File: config.mk
export PLATFORM = sky130hd
export DESIGN_NAME = periph_bus_rr_arbiter
export DESIGN_NICKNAME = d
export VERILOG_FILES = /design/src/rtl/periph_bus_rr_arbiter.sv
export SDC_FILE = /design/constraint.sdc
export NUM_CORES = 1
export LEC_CHECK = 0
export BUFFER_PORTS_ARGS = -buffer_cell sky130_fd_sc_hd__buf_2
export CORE_AREA = 5 5 202 204
export DETAILED_ROUTE_END_ITERATION = 8
export DIE_AREA = 0 0 207 209
export GPL_ROUTABILITY_DRIVEN = 0
export PLACE_DENSITY = 0.48
export SYNTH_ARGS = -nofsm -noshare
export SYNTH_HDL_FRONTEND = slang
export SYNTH_SLANG_ARGS = --single-unit
File: constraint.sdc
create_clock -name clk_i -period 3 [get_ports clk_i]
set_clock_uncertainty 0.2 [all_clocks]
set_input_delay 0 -clock clk_i [delete_from_list [all_inputs] [get_ports clk_i]]
set_output_delay 0 -clock clk_i [all_outputs]
set_load 0.005 [all_outputs]
File: src/rtl/periph_bus_rr_arbiter.sv
// periph_bus_rr_arbiter: round-robin N-master to 1-slave request/response arbiter with per-master outstanding limits
module periph_bus_rr_arbiter #(
    parameter int N_MASTERS       = 4,
    parameter int ADDR_WIDTH      = 32,
    parameter int DATA_WIDTH      = 32,
    parameter int MAX_OUTSTANDING = 4,
    parameter int REG_RSP         = 0,
    localparam int ID_WIDTH       = (N_MASTERS > 2) ? $clog2(N_MASTERS) : 1,
    localparam int BE_WIDTH       = DATA_WIDTH / 8
) (
    input  logic                             clk_i,
    input  logic                             rst_i,
    input  logic [N_MASTERS-1:0]             m_req_i,
    input  logic [N_MASTERS*ADDR_WIDTH-1:0]  m_add_i,
    input  logic [N_MASTERS-1:0]             m_wen_i,
    input  logic [N_MASTERS*DATA_WIDTH-1:0]  m_wdata_i,
    input  logic [N_MASTERS*BE_WIDTH-1:0]    m_be_i,
    output logic [N_MASTERS-1:0]             m_gnt_o,
    output logic [N_MASTERS-1:0]             m_r_valid_o,
    output logic [N_MASTERS*DATA_WIDTH-1:0]  m_r_rdata_o,
    output logic [N_MASTERS-1:0]             m_r_opc_o,
    output logic                             s_req_o,
    output logic [ADDR_WIDTH-1:0]            s_add_o,
    output logic                             s_wen_o,
    output logic [DATA_WIDTH-1:0]            s_wdata_o,
    output logic [BE_WIDTH-1:0]              s_be_o,
    output logic [ID_WIDTH-1:0]              s_id_o,
    input  logic                             s_gnt_i,
    input  logic                             s_r_valid_i,
    input  logic [ID_WIDTH-1:0]              s_r_id_i,
    input  logic [DATA_WIDTH-1:0]            s_r_rdata_i,
    input  logic                             s_r_opc_i,
    output logic                             err_o
);
    localparam int CNT_WIDTH = $clog2(MAX_OUTSTANDING + 1);
    localparam logic [CNT_WIDTH-1:0] CNT_MAX = CNT_WIDTH'(MAX_OUTSTANDING);
    localparam logic [ID_WIDTH-1:0] LAST = ID_WIDTH'(N_MASTERS - 1);
    localparam logic [ID_WIDTH:0] NM = (ID_WIDTH + 1)'(N_MASTERS);

    logic [ID_WIDTH-1:0] rr_ptr, held, pick, sel;
    logic [ID_WIDTH:0] idx;
    logic hold, found, hs, rsp_err;
    logic [CNT_WIDTH-1:0] cnt [N_MASTERS];
    logic [N_MASTERS-1:0] elig, rsp_hit;

    // Eligibility uses the registered count, so a same-cycle response never frees a slot early
    always_comb begin
        elig = '0;
        rsp_hit = '0;
        for (int i = 0; i < N_MASTERS; i++) begin
            elig[i] = m_req_i[i] && (cnt[i] < CNT_MAX);
            rsp_hit[i] = s_r_valid_i && (s_r_id_i == ID_WIDTH'(i)) && (cnt[i] != '0);
        end
        rsp_err = s_r_valid_i && !(|rsp_hit);
    end

    always_comb begin
        found = 1'b0;
        pick = '0;
        idx = '0;
        for (int k = 0; k < N_MASTERS; k++) begin
            idx = {1'b0, rr_ptr} + (ID_WIDTH + 1)'(k);
            idx = (idx >= NM) ? idx - NM : idx;
            if (!found && elig[idx[ID_WIDTH-1:0]]) begin
                found = 1'b1;
                pick = idx[ID_WIDTH-1:0];
            end
        end
    end

    assign sel       = hold ? held : pick;
    assign s_req_o   = hold | found;
    assign hs        = s_req_o & s_gnt_i;
    assign s_id_o    = sel;
    assign s_add_o   = m_add_i[sel*ADDR_WIDTH +: ADDR_WIDTH];
    assign s_wen_o   = m_wen_i[sel];
    assign s_wdata_o = m_wdata_i[sel*DATA_WIDTH +: DATA_WIDTH];
    assign s_be_o    = m_be_i[sel*BE_WIDTH +: BE_WIDTH];

    always_comb begin
        m_gnt_o = '0;
        m_gnt_o[sel] = hs;
    end

    always_ff @(posedge clk_i or posedge rst_i) begin
        if (rst_i) begin
            rr_ptr <= '0;
            hold <= 1'b0;
            held <= '0;
            err_o <= 1'b0;
            for (int i = 0; i < N_MASTERS; i++) cnt[i] <= '0;
        end else begin
            if (hs) begin
                rr_ptr <= (sel == LAST) ? '0 : sel + 1'b1;
                hold <= 1'b0;
            end else if (s_req_o) begin
                hold <= 1'b1;
                held <= sel;
            end
            if (rsp_err) err_o <= 1'b1;
            for (int i = 0; i < N_MASTERS; i++)
                cnt[i] <= cnt[i] + CNT_WIDTH'(hs && (sel == ID_WIDTH'(i))) - CNT_WIDTH'(rsp_hit[i]);
        end
    end

    if (REG_RSP != 0) begin : g_reg_rsp
        logic [N_MASTERS-1:0] vld_q;
        logic [DATA_WIDTH-1:0] data_q;
        logic opc_q;
        always_ff @(posedge clk_i or posedge rst_i) begin
            if (rst_i) begin
                vld_q <= '0;
                data_q <= '0;
                opc_q <= 1'b0;
            end else begin
                vld_q <= rsp_hit;
                data_q <= s_r_rdata_i;
                opc_q <= s_r_opc_i;
            end
        end
        assign m_r_valid_o = vld_q;
        assign m_r_rdata_o = {N_MASTERS{data_q}};
        assign m_r_opc_o   = {N_MASTERS{opc_q}};
    end else begin : g_comb_rsp
        assign m_r_valid_o = rsp_hit;
        assign m_r_rdata_o = {N_MASTERS{s_r_rdata_i}};
        assign m_r_opc_o   = {N_MASTERS{s_r_opc_i}};
    end
endmodule

==> metrics.yaml <==
clock_tree:
  ctsLongestPathBuffers: 2
  clk_latency_ps: 250
  cts_root_buf: "clkbuf_16"
  cts_tree: "done"
  cts_sinks: 18
  numCtsBuffers: 3
  cts.htree.levels: 1
  clk_pin_slew_worst_paths_ps: 60
status:
  status: "finished with violations"
  violations: "negative setup slack"
sta:
  worstMarginPinSlew_ps: 835
  max_slew_margin: 0.435
  rsz0062_at_grt: "true"
  slew_viol_final: 0
  setup_viol_count_final: 2
  period_needed_ps: 3050
  hold_viol: 0
  fmax_ghz: 0.328
  worst_slack_ps: -46.9
  period_share: 1.02
synthesis:
  netlist_instances: 994
  syn_area_mm2: 0.00798
  ys_ff_latch: 18
  avgSynthCellArea_um2: 8.03
  synth-seq-area-share: 0.0564
  ys.warnings.count: 0
  synth_fp_nets: 1326
  ys_types: 41
critical_path:
  crit_fanout: 5
  crit_arrival_ps: 2980
  worstSetupEndpointType: "flip-flop"
  worst_r2r_endpoint: "cnt[11]$_DFF_PP0_"
  start_kind: "flip-flop"
  rr_worst_depth: 12
  reg2reg_slack_ps: -50
  setup.worst_path.class: "reg -> reg"
  cp_data_required_time_ps: 2940
  timing.rr.start: "cnt[2]$_DFF_PP0_"
min_path:
  hp-start: "m_req_i[1]"
  hp-class: "in -> reg"
  hold_path_depth: 4
  hold_path_end: "held[1]$_DFFE_PP0P_"
drt:
  wire_per_inst_um: 19.8
  wl_met1_um: 14300
  first_iter_violations: 413
  antenna_left: 0
  viasPerCell: 5.18
  wl_met2_um: 17300
  drc: 0
  totalWireLength_um: 34000
  drtPass1Iterations: 5
  vias: 8909
  routed-wl-met3_um: 1800
  top_layer: "met5"
place:
  post_dp_cell_area_mm2: 0.00952
  dp_hpwl_um: 24600
  placed_cells: 1675
  numPortBuffers: 366
finish:
  nets: 1525
  finalInstanceArea_mm2: 0.0101
  final_cell_count_no_fill: 1719
  drive_above_1_share: 0.378
  syn_to_final_growth_pct: 26.2
  n_fill_cell: 4316
power_and_ir_drop:
  sw_frac_of_total: 0.548
  ir_drop_v: 0.000887
  p_switching_mw: 4.82
  power.leakage_nw: 4.69
  p_seq_frac: 0.055
  combinationalPowerShare: 0.910
  power_frac_clock: 0.035
  p_per_area_mw_per_mm2: 871
  intPower_mw: 3.97
die:
  rows: 73
  die-area_mm2: 0.0433
  die_w_um: 207
  initial_core_util: 0.204
  io_pins: 532
  core-area_mm2: 0.0391
  die_y_um: 209
global_route:
  overflow: 0
  grt_max_degree: 139
  antenna_found_initial: 6
  grt_usage: 0.141
  grt_pass1_wl_um: 51300
  grt_pass1_vias: 8762
flow_run:
  cap_violations: 0
-- routing by layer --
metal,GRT usage,vias to the layer above
met1,0.180,4310
met3,0.0222,34
li1,-,4230
met4,0.0283,8
met5,0,-
met2,0.254,327
-- cell usage in the layout (no fill, tap or decap), types with 2 or more instances in the layout --
cell             n
diode_2          2
fa_2             4
buf_2          366
inv_1           16
nor2_1         140
buf_16           2
a21oi_4          3
buf_12           5
and3_1           2
dlygate4sd3_1   37
nand2_1          6
dfrtp_1         17
or3_1            2
nand2b_1         2
ha_1             7
clkbuf_16        3
o2111a_1       138
xnor2_1          4
o21ai_1          4
o21ai_4          2
nor3_1           7
mux2i_1        208
xnor2_2          3
a311oi_1       138
nor4_1           2
buf_6            3
a21oi_1          2
nor2b_2          2
buf_4           44
-- worst max-delay path, stage by stage (launching register included) --
cell,delay [ps]
dfrtp_1,380
nor2b_2,60
or4_4,530
a21oi_4,210
o21ai_4,80
or3_1,320
ha_1,290
inv_1,60
ha_1,130
inv_1,50
fa_2,350
xnor2_2,150
xnor2_1,120
-- power by group through the flow --
stage / registers (mW) / clock network [mW] / logic [mW]
2_1_floorplan: 0.461 / 0 / 5.28
3_3_place_gp: 0.478 / 0 / 7.84
3_5_place_dp: 0.480 / 0 / 7.90
4_1_cts: 0.481 / 0.311 / 8.05
5_1_grt: 0.507 / 0.318 / 8.69
6_report: 0.487 / 0.304 / 7.99
-- cells in the mapped netlist (all sizes together) --
cell type | n | area share
a21o | 1 | 0.00094
a21oi | 5 | 0.0036
a22o | 1 | 0.0011
a22oi | 1 | 0.00094
a311oi | 138 | 0.15
a31oi | 1 | 0.00078
and2 | 1 | 0.00078
and3 | 2 | 0.0016
buf | 163 | 0.14
clkbuf | 100 | 0.047
dfrtp | 18 | 0.056
fa | 4 | 0.010
ha | 9 | 0.014
inv | 18 | 0.0085
mux2 | 1 | 0.0014
mux2i | 208 | 0.26
nand2 | 6 | 0.0028
nand2b | 3 | 0.0024
nand3 | 1 | 0.00063
nor2 | 140 | 0.066
nor2b | 4 | 0.0031
nor3 | 7 | 0.0044
nor3b | 1 | 0.00094
nor4 | 2 | 0.0016
nor4b | 1 | 0.0011
nor4bb | 1 | 0.0013
o2111a | 138 | 0.19
o21a | 1 | 0.00094
o21ai | 6 | 0.0042
or2 | 1 | 0.00078
or3 | 2 | 0.0016
or4 | 1 | 0.0014
xnor2 | 7 | 0.0077
xor2 | 1 | 0.0011
-- worst max-delay path by stage --
stage	from	endpoint
2_1_floorplan	hold$_DFFE_PP0P_	cnt[11]$_DFF_PP0_
3_3_place_gp	cnt[11]$_DFF_PP0_	cnt[11]$_DFF_PP0_
3_5_place_dp	cnt[11]$_DFF_PP0_	cnt[11]$_DFF_PP0_
4_1_cts	cnt[11]$_DFF_PP0_	cnt[11]$_DFF_PP0_
5_1_grt	cnt[2]$_DFF_PP0_	cnt[5]$_DFF_PP0_
6_report	cnt[2]$_DFF_PP0_	cnt[11]$_DFF_PP0_
-- area by class of cell --
| cell class | count | area [um2] | area share |
|---|---|---|---|
| Antenna cell | 2 | 5.00 | 0.000497 |
| Clock buffer | 4 | 88.8 | 0.00882 |
| Inverter | 18 | 75.1 | 0.00745 |
| Multi-Input combinational cell | 695 | 6080 | 0.603 |
| Sequential cell | 18 | 454 | 0.0451 |
| Tap cell | 525 | 657 | 0.0652 |
| Timing Repair Buffer | 457 | 2720 | 0.270 |
-- metrics by stage --
| step | hold slack [ps] | power (mW) | TNS (ps) | util | setup slack, ps |
|---|---|---|---|---|---|
| after CTS | 96.2 | 8.85 | -46.2 | 0.256 | -16.9 |
| after floorplan | -261 | 5.74 | -515 | - | -172 |
| after global routing | 154 | 9.52 | -480 | 0.258 | -151 |
| final | 112 | 8.78 | -68.2 | 0.258 | -46.9 |
| after global placement | -200 | 8.32 | -286 | 0.243 | -145 |
| after detailed placement | -200 | 8.38 | -458 | 0.243 | -187 |
-- sequential cells by signal (all words and copies together), names as in the netlist --
register	count
cnt	12
err_o	1
rr_ptr	2
hold	1
held	2
-- cell families (layout without fill, tap and decap cells) --
| group | after synthesis | in the layout | share of synthesized area |
|---|---|---|---|
| other | 0 | 2 | 0 |
| adder cells (fa/ha/maj) | 13 | 13 | 0.0241 |
| AO/OA/AOI/OAI | 292 | 292 | 0.359 |
| flip-flops | 18 | 18 | 0.0564 |
| multiplexers | 209 | 209 | 0.262 |
| AND/OR/NAND/NOR | 173 | 173 | 0.0901 |
| buffers and inverters | 281 | 479 | 0.200 |
| XOR/XNOR | 8 | 8 | 0.00878 |
-- repair_timing --
action                                  in CTS  in global routing
endpoints found under the setup margin      27                 16
hold endpoints to repair                   153                  0
resized for setup                            8                 12
pin swaps                                    6                  9
hold buffers                                37                  0
setup buffers                                1                  1
No activity file was read; power rests on OpenSTA's default activity.
